### src/rtl/shifter_rr_controller_pkg.sv
// shifter_rr_controller_pkg: shared state encodings, direction constants and widths for the shift controller
package shifter_rr_controller_pkg;
  localparam int DATA_W = 16;
  localparam int AMT_W = 4;
  localparam logic DIR_RIGHT = 1'b0;
  localparam logic DIR_LEFT = 1'b1;
  typedef enum logic [1:0] {
    IDLE  = 2'd0,
    PASS1 = 2'd1,
    PASS2 = 2'd2,
    DONE  = 2'd3
  } state_t;
  function automatic logic [DATA_W-1:0] bit_rev(input logic [DATA_W-1:0] v);
    logic [DATA_W-1:0] r;
    for (int i = 0; i < DATA_W; i++) r[i] = v[DATA_W-1-i];
    return r;
  endfunction
endpackage

### src/rtl/shifter_rr_controller_shifter.sv
// shifter_rr_controller_shifter: 16-bit logarithmic barrel shifter, logical left/right
module shifter_rr_controller_shifter
  import shifter_rr_controller_pkg::*;
(
  input  logic [DATA_W-1:0] data,
  input  logic [AMT_W-1:0]  amt,
  input  logic              dir,
  output logic [DATA_W-1:0] y
);
  logic [DATA_W-1:0] stage [AMT_W+1];
  // left shifts reuse the right-shift stages on a bit-reversed word
  assign stage[0] = dir == DIR_LEFT ? bit_rev(data) : data;
  for (genvar s = 0; s < AMT_W; s++) begin : g_stage
    assign stage[s+1] = amt[s] ? stage[s] >> (1 << s) : stage[s];
  end
  assign y = dir == DIR_LEFT ? bit_rev(stage[AMT_W]) : stage[AMT_W];
endmodule

### src/rtl/shifter_rr_controller.sv
// shifter_rr_controller: round-robin sharing of one barrel shifter between two requesters; SHIFT_ROTATE_EN adds two-pass rotate
module shifter_rr_controller
  import shifter_rr_controller_pkg::*;
(
  input  logic              clk,
  input  logic              reset,
  input  logic              req0,
  input  logic [DATA_W-1:0] data0,
  input  logic [AMT_W-1:0]  amt0,
  input  logic              dir0,
  input  logic              req1,
  input  logic [DATA_W-1:0] data1,
  input  logic [AMT_W-1:0]  amt1,
  input  logic              dir1,
`ifdef SHIFT_ROTATE_EN
  input  logic              rot0,
  input  logic              rot1,
`endif
  output logic              busy,
  output logic              grant,
  output logic [DATA_W-1:0] result,
  output logic              done0,
  output logic              done1
);
  state_t state, state_nx;
  logic rr, pick, any_req, rot, dir, sh_dir;
  logic [DATA_W-1:0] op, sh_out;
  logic [AMT_W-1:0] amt, sh_amt;
`ifdef SHIFT_ROTATE_EN
  logic rot_q;
  logic [DATA_W-1:0] partial;
  assign rot = rot_q;
  // second rotate pass shifts the other way by the complementary amount
  assign sh_amt = state == PASS2 ? AMT_W'(0) - amt : amt;
  assign sh_dir = state == PASS2 ? ~dir : dir;
`else
  assign rot = 1'b0;
  assign sh_amt = amt;
  assign sh_dir = dir;
`endif
  assign any_req = req0 | req1;
  assign pick = (req0 & req1) ? rr : req1;
  assign busy = state != IDLE;
  assign done0 = state == DONE && !grant;
  assign done1 = state == DONE && grant;
  shifter_rr_controller_shifter u_shifter (
    .data(op),
    .amt (sh_amt),
    .dir (sh_dir),
    .y   (sh_out)
  );
  always_comb begin
    state_nx = state == IDLE  ? (any_req ? PASS1 : IDLE) :
               state == PASS1 ? (rot ? PASS2 : DONE) :
               state == PASS2 ? DONE : IDLE;
  end
  always_ff @(posedge clk) begin
    if (reset) begin
      state <= IDLE;
      result <= '0;
      grant <= 1'b0;
      rr <= 1'b0;
      op <= '0;
      amt <= '0;
      dir <= DIR_RIGHT;
`ifdef SHIFT_ROTATE_EN
      rot_q <= 1'b0;
      partial <= '0;
`endif
    end else begin
      state <= state_nx;
      if (state == IDLE && any_req) begin
        grant <= pick;
        rr <= ~pick;
        op <= pick ? data1 : data0;
        amt <= pick ? amt1 : amt0;
        dir <= pick ? dir1 : dir0;
`ifdef SHIFT_ROTATE_EN
        rot_q <= pick ? rot1 : rot0;
`endif
      end
      if (state == PASS1 && !rot) result <= sh_out;
`ifdef SHIFT_ROTATE_EN
      if (state == PASS1 && rot) partial <= sh_out;
      if (state == PASS2) result <= partial | (amt == '0 ? '0 : sh_out);
`endif
    end
  end
endmodule
### config.mk
export PLATFORM = sky130hd
export DESIGN_NAME = shifter_rr_controller
export DESIGN_NICKNAME = d
export VERILOG_FILES = /design/src/rtl/shifter_rr_controller_pkg.sv /design/src/rtl/shifter_rr_controller_shifter.sv /design/src/rtl/shifter_rr_controller.sv
export SDC_FILE = /design/constraint.sdc
export NUM_CORES = 1
export LEC_CHECK = 0
export ABC_AREA = 1
export CORE_MARGIN = 2
export CORE_UTILIZATION = 40
export DETAILED_ROUTE_END_ITERATION = 12
export PLACE_DENSITY = 0.68
export RECOVER_POWER = 50
export SLEW_MARGIN = 20
export SYNTH_ARGS = -nofsm -noshare
export SYNTH_HDL_FRONTEND = slang
export SYNTH_SLANG_ARGS = --single-unit
### constraint.sdc
create_clock -name clk -period 2.2 [get_ports clk]
set_clock_uncertainty 0.05 [all_clocks]
set_input_delay 0.44 -clock clk [delete_from_list [all_inputs] [get_ports clk]]
set_output_delay 0.44 -clock clk [all_outputs]
set_load 0.1 [all_outputs]
# Word-level counts from Yosys, hierarchy flattened
# Cells that the tools add are included.
# Widths: inputs -> output; s select.
# classes
eq_ne,3
n_mux,14
bitwise_logic,3
reduce_logical,6
# ops
cell,n
$mux 16,7
$mux 2,3
$eq 2x2->1 const B,2
$mux 4,1
$logic_and 1x1->1,3
$mux 1,3
$eq 2x1->1 const B,1
$logic_not 2->1,1
$reduce_bool 2->1,1
$and 1x1->1,1
$logic_not 1->1,1
$not 1->1,1
$or 1x1->1,1
# word_totals
ff_bits,41
in_bits,46
output_inout_bits,20
elab_cells,33

# Depth between registers and ports, before layout
# Gate-level depths: netlist of run 1.
# depth
ltp_word,6
mapped_depth,12
ltp_nobuf,11

# Cells and area by module
# Synthesis of run 1 repeated with hierarchy kept, for this count alone.
# hier_totals
cells_unflattened,509
hier_area_um2,2990.4
# modules_own_cells
module,n_inst,cells_per_inst,area_per_inst_um2,seq_area_each_um2
shifter_rr_controller,1,280,1945.6,820.8
shifter_rr_controller_shifter,1,229,1044.8,0.0

# Least setup slack after synthesis of run 1
# No wires, ideal clock.
# synth_path
kind,register to output
startpoint,reg grant
endpoint,out done0
arrival_time_ps,2070
required_ps,1710
setup_slack_ps,-360
path_stages_with_launch,2
path_buffers,0
path_cell_list,dfxtp_1 > nor2_1
# synth_via
elab_chain_len,2
# synth_lines
item,line,rtl
"start, declared",shifter_rr_controller.sv:20,"output logic grant,"
"start signal, assigned",shifter_rr_controller.sv:73,grant <= pick;
$logic_not 1->1,shifter_rr_controller.sv:44,assign done0 = state == DONE && !grant;
$logic_and 1x1->1,shifter_rr_controller.sv:44,
"end, declared",shifter_rr_controller.sv:22,"output logic done0,"
# Every way passes these cells.

# Final worst setup path of run 1
# layout_path
startpoint,in req0
endpoint,reg amt[2]
# layout_via
elab_chain_len,3
elab_cells_between_ends,5
classes_between,mux (2); bitwise (2); reduce/logical (1)
# layout_lines
item,line,rtl
"start, declared",shifter_rr_controller.sv:7,"input logic req0,"
$and 1x1->1,shifter_rr_controller.sv:42,assign pick = (req0 & req1) ? rr : req1;
$mux 1,shifter_rr_controller.sv:42,
$mux 4,shifter_rr_controller.sv:76,amt <= pick ? amt1 : amt0;
"end signal, assigned",shifter_rr_controller.sv:76,
"end, declared",shifter_rr_controller.sv:28,"logic [AMT_W-1:0] amt, sh_amt;"
# Parallel ways exist; a longest one is shown, timed or not.
# A chain may end at the register's enable or synchronous reset.

==> metrics.txt, run 1 <==
status=complete, no violations; die area=7030 um2; Final Hold Vio Count=0; Post-DP HPWL=5480 um; Power Dens Cells=about 750 nW/um2; sequential cell area=821 um2; final period utilization=0.886; Max VDD drop=about 360 uV; Overflow after GRT=0; H-tree levels=2; FILL cells=654; Critical Path RT=approximately 2400 ps; Die Span X=83.9 um; Starting Density=0.409; Post-CTS Setup Bufs=0; antenna diode instance count=0; Worst Path Max Fanout=15; sequential fraction of the synthesis area=0.322; final setup vio count=0; Synth area leaders=dfxtp_1 32%, nand3_1 23%, nand2_1 21%, a21oi_1 6.1%, a31oi_1 3.9%; Mapped Avg Cell Area=about 6 um2; Die Y=approximately 84 um; vias in the first global route=2846; input/output buffers=65; Clock Latency Late Sink=290 ps; GRT Util Overall=0.213; area grow syn2layout=28.6%; Overall Power=~2.5 mW; Leak=roughly 1.4 nW; total CTS buffers=5; maxcap violations=0; fraction of layout cells with a size suffix above 1=0.105; vias=2918; YS warnings=0; DR WL/cell=roughly 13 um; FP Rows=29; Final GP Congestion=0.899; Post-Syn Instances=418; core box area=6240 um2; worst-path cell chain=dlygate4sd3_1, inv_1, o21ai_0, nor2_2, buf_4, nand2_1, a31oi_1; critical path endpoint category=flip-flop; worst path bufs/invs=3; Detailed Route WL=7100 um; Slew headroom=0.612; fmax=around 0.51 GHz; delay-heaviest family, CP=buffers and inverters; CP arrival=2110 ps; CTS Root Cell=clkbuf_8; Pre-Repair DR Iteration Count=4; DRC=0; leading area contributor after synthesis=dfxtp_1; Clk pin slew, worst setup/hold paths=80 ps; Net Count, Synth=467; unrepaired setup endpoints after global routing=false; nets@finish=523; vias per cell=about 5.3; startpoint types=primary input; antenna violations before repair=0; initial DRC count=between 150 and 200; area of the multi-input gates=~1500 um2; Synth top area share=0.322; maximum clock path buffer count=2; Worst Path Class, Setup=in -> reg; Slew @ Worst Pin=a little under 600 ps; # IOs=66; CP peak stage delay=550 ps; post-synth cell types=21; first-pass GRT wire length=12700 um; number of register bits inferred by synthesis=41; Slew Limit Fails=0; Slowest cell on crit path=dlygate4sd3_1; Num Clock Sinks=41; Hold Crit Class=reg -> reg; CTS tree=built; Post-Syn Area=2550 um2; ANT nets after route=0; final core occ=0.526; pin count of the biggest net entering global routing=33; crit path time final=roughly 1900 ps
==> power by group <==
part / leakage, nW / switching, mW / internal (mW)
registers: 0.337 / 0.0577 / 0.823
logic: 0.999 / 0.766 / 0.348
clock network: 0.0450 / 0.257 / 0.220
==> stage by stage <==
step	hold slack [ps]	area, um2	setup WS (ps)	cells	TNS (ps)
2_1_floorplan	392	2550	8.26	418	0
3_3_place_gp	405	3270	-136	544	-1020
3_5_place_dp	406	3270	-187	544	-1280
4_1_cts	419	3350	121	552	0
5_1_grt	435	3280	80.3	552	0
6_report	415	3280	252	552	0
==> placed cells by master, fill, tap and decap left out, drive strengths merged <==
master,instances
a21oi,35
a221oi,2
a31oi,16
buf,15
clkbuf,25
clkdlybuf4s50,43
clkinv,3
dfxtp,41
dlygate4sd3,2
ha,3
inv,19
nand2,143
nand3,117
nor2,8
o211ai,1
o21ai,2
==> cell families after synthesis <==
logic type | after synthesis | synth area share
adder cells (fa/ha/maj) | 3 | 0.0147
AO/OA/AOI/OAI | 56 | 0.128
AND/OR/NAND/NOR | 268 | 0.453
flip-flops | 41 | 0.322
buffers and inverters | 50 | 0.0834
==> synthesized netlist by cell type <==
cell	n
clkinv_1	1
a221oi_1	2
buf_2	8
ha_1	3
buf_1	3
o211ai_1	1
nand3_1	117
nand2_1	142
inv_1	17
clkbuf_1	16
nor2_1	8
buf_6	1
o21ai_0	1
buf_4	2
a21oi_2	4
nand2_2	1
a21oi_1	31
a31oi_1	16
inv_2	2
dfxtp_1	41
o21ai_1	1
==> flip-flops by register name (all words and copies together) (netlist names) <==
| name | count |
|---|---|
| state | 2 |
| result | 16 |
| rr | 1 |
| amt | 4 |
| dir | 1 |
| op | 16 |
| grant | 1 |
==> layout make-up <==
class | count | share of cell area
timing repair buffer | 79 | 0.208
multi-input combinational | 327 | 0.464
clock inverter | 2 | 0.00305
tap | 77 | 0.0294
clock buffer | 6 | 0.0221
inverter | 20 | 0.0229
sequential | 41 | 0.250
==> layer usage <==
layer,routed length [um],vias to the layer above,GRT usage
li1,-,1520,-
met1,3270,1322,0.277
met2,3430,68,0.363
met3,314,8,0.0336
met4,82,0,0.0660
met5,0,-,0
==> repair_timing <==
| action | 4_1_cts | 5_1_grt |
|---|---|---|
| endpoints found under the setup margin | 0 | 6 |
| hold buffers | 0 | 0 |
| resized for setup | 0 | 1 |
| hold endpoints to repair | 0 | 0 |
==> final timing paths <==
path                   from        end  slack (ps)  cells past startpoint
setup reg to reg        dir  result[9]         410                      9
setup / recovery       req0     amt[2]         250                      7
hold / removal    result[0]  result[0]         410                      2
hold reg to reg   result[0]  result[0]         410                      2
==> worst reg2reg max path, cell delays in order, from the launching register on <==
cell and delay [ps]:
dfxtp_1 350, buf_4 330, nand2_2 110, a21oi_2 200
nand2_1 120, nand3_1 120, nand3_1 110, a21oi_1 140
nand2_1 60, a21oi_1 140
Note: power is estimated with default switching activity, not from simulation.
==> run 2: changes to the inputs <==
--- a/config.mk
+++ b/config.mk
@@ -9,6 +9,7 @@
 export CORE_MARGIN = 2
 export CORE_UTILIZATION = 40
 export DETAILED_ROUTE_END_ITERATION = 12
+export GPL_ROUTABILITY_DRIVEN = 0
 export PLACE_DENSITY = 0.68
 export RECOVER_POWER = 50
 export SLEW_MARGIN = 20
==> run 2 against run 1 <==
Against the previous run: clock power barely moved; global-route usage shrank 1.4 points; worst setup slack improved by 75 ps; final cell count fell by 0.18%; critical path depth down 3; worst hold slack worse by 1.1 ps; first-iteration DRC count is 26% higher; die area is the same; largest cell class unchanged.
==> metrics.txt, run 2 (same netlist as run 1, synthesis figures left out) <==
ANT nets after route=0 (unchanged); worst path bufs/invs=2 (-1); FP Rows=29 (unchanged); CTS tree=built; Overflow after GRT=0 (unchanged); area grow syn2layout=28.3%; vias per cell=5.40 (+2.1%); worst setup margin=326 ps (+74.8 ps); total CTS buffers=5 (unchanged); Worst Path Max Fanout=3 (-12); Slew Limit Fails=0 (unchanged); startpoint types=flip-flop; Detailed Route WL=6780 um (-4.5%); commonest non-fill, non-tap cell in the layout=nand2_1; Die Y=83.9 um (unchanged); crit path time final=1870 ps (-74.8 ps); # IOs=66 (unchanged); antenna diode instance count=0 (unchanged); Leak=1.38 nW (-0.33%); Clock Latency Late Sink=300 ps (about the same); nets@finish=522 (-0.19%); die area=7030 um2 (unchanged); Slew headroom=0.620 (+0.00825); Starting Density=0.409 (unchanged); final setup vio count=0 (unchanged); input/output buffers=65 (unchanged); CP peak stage delay=440 ps (-110 ps); H-tree levels=2 (unchanged); DRC=0 (unchanged); R2R depth=8 (-1); Die Span X=83.9 um (unchanged); Num Clock Sinks=41 (unchanged); Placed Area=3260 um2 (-0.23%); antenna violations before repair=0 (unchanged); fraction of layout cells with a size suffix above 1=0.103 (-0.00189); CTS Root Cell=clkbuf_8; largest registers=op (16), result (16), amt (4); status=complete, no violations; Slowest cell on crit path=clkbuf_2; Crit. path cell count=4 (-3); first-pass GRT wire length=11700 um (-7.5%); Pre-Repair DR Iteration Count=5 (+1); Max VDD drop=436 uV (+21%); pin count of the biggest net entering global routing=33 (unchanged); CP arrival=1380 ps (-730 ps); final core occ=0.524 (-0.00120); DR WL/cell=12.3 um (-4.3%); initial DRC count=208 (+26%); Slew @ Worst Pin=569 ps (-13.0 ps); Hold Crit Class=reg -> reg; GRT Util Overall=0.199 (-0.0145); maximum clock path buffer count=2 (unchanged); hold path depth=2 (unchanged); setup TNS=0 ps (unchanged); Final Hold Vio Count=0 (unchanged); critical path endpoint category=output port; Critical Path RT=1710 ps (-650 ps); Post-CTS Setup Bufs=0 (unchanged); vias=2973 (+1.9%); final period utilization=0.852 (-0.0340); Post-DP HPWL=5260 um (-4.0%); maxcap violations=0 (unchanged); Clk pin slew, worst setup/hold paths=70 ps (about the same); Worst Path Class, Setup=reg -> out; vias in the first global route=2733 (-4.0%); delay-heaviest family, CP=buffers and inverters; Power Dens Cells=752 nW/um2 (-0.25%); CTS Hold Bufs=0 (unchanged); most frequent cells in the layout=142 x nand2_1, 117 x nand3_1, 44 x clkdlybuf4s50_1; core box area=6240 um2 (unchanged); Post-CTS Resized=0 (unchanged); worst-path cell chain=ha_1, nand2_1, inv_1, clkbuf_2; fmax=0.534 GHz (+4.0%); Finished Cell Area=3270 um2 (-0.23%); pre-CTS setup slack=-144 ps (+43.6 ps); Overall Power=2.46 mW (-0.48%); unrepaired setup endpoints after global routing=false
-- run 2: changes by cell type in the layout (fill, tap and decap cells not counted) --
| cell | before | now |
|---|---|---|
| dlygate4sd3_1 | 2 | 1 |
| clkdlybuf4s50_1 | 43 | 44 |
| buf_4 | 13 | 12 |
-- run 2: final cells by class --
class | count | area (um2)
clock inverters | 2 | 10.0
well taps | 77 | 96.3
flip-flops and latches | 41 | 821
clock buffers | 6 | 72.6
repair buffers | 78 | 676
inverters | 20 | 75.1
multi-input cells | 327 | 1520
fillers | 663 | 2970
-- run 2: metal layers --
layer,up-vias,GRT usage,wire length (um)
met5,-,0,0
met4,0,0.0733,124
met3,13,0.0475,343
met2,87,0.340,3220
met1,1355,0.242,3090
li1,1518,-,-
-- run 2: stage by stage --
| stage | hold slack (ps) | std cells |
|---|---|---|
| 4_1_cts | 421 | 551 |
| 6_report | 414 | 551 |
| 5_1_grt | 438 | 551 |
| 3_5_place_dp | 410 | 543 |
| 2_1_floorplan | 392 | 418 |
| 3_3_place_gp | 407 | 543 |
-- run 2: final timing paths --
path              startpoint         end  slack (ps)
setup / recovery    state[0]       done1         330
hold reg to reg    result[1]   result[1]         410
setup reg to reg      amt[0]  result[10]         420
hold / removal     result[1]   result[1]         410
-- run 2: tightest hold or removal path, cell delays in order (launching register included) --
cell     delay (ps)
dfxtp_1         310
nand2_1          60
a21oi_1          50
-- run 2: power by group --
group,internal (mW),switching [mW]
sequential,0.823,0.0584
combinational,0.346,0.755
clock,0.220,0.257
total,1.39,1.07
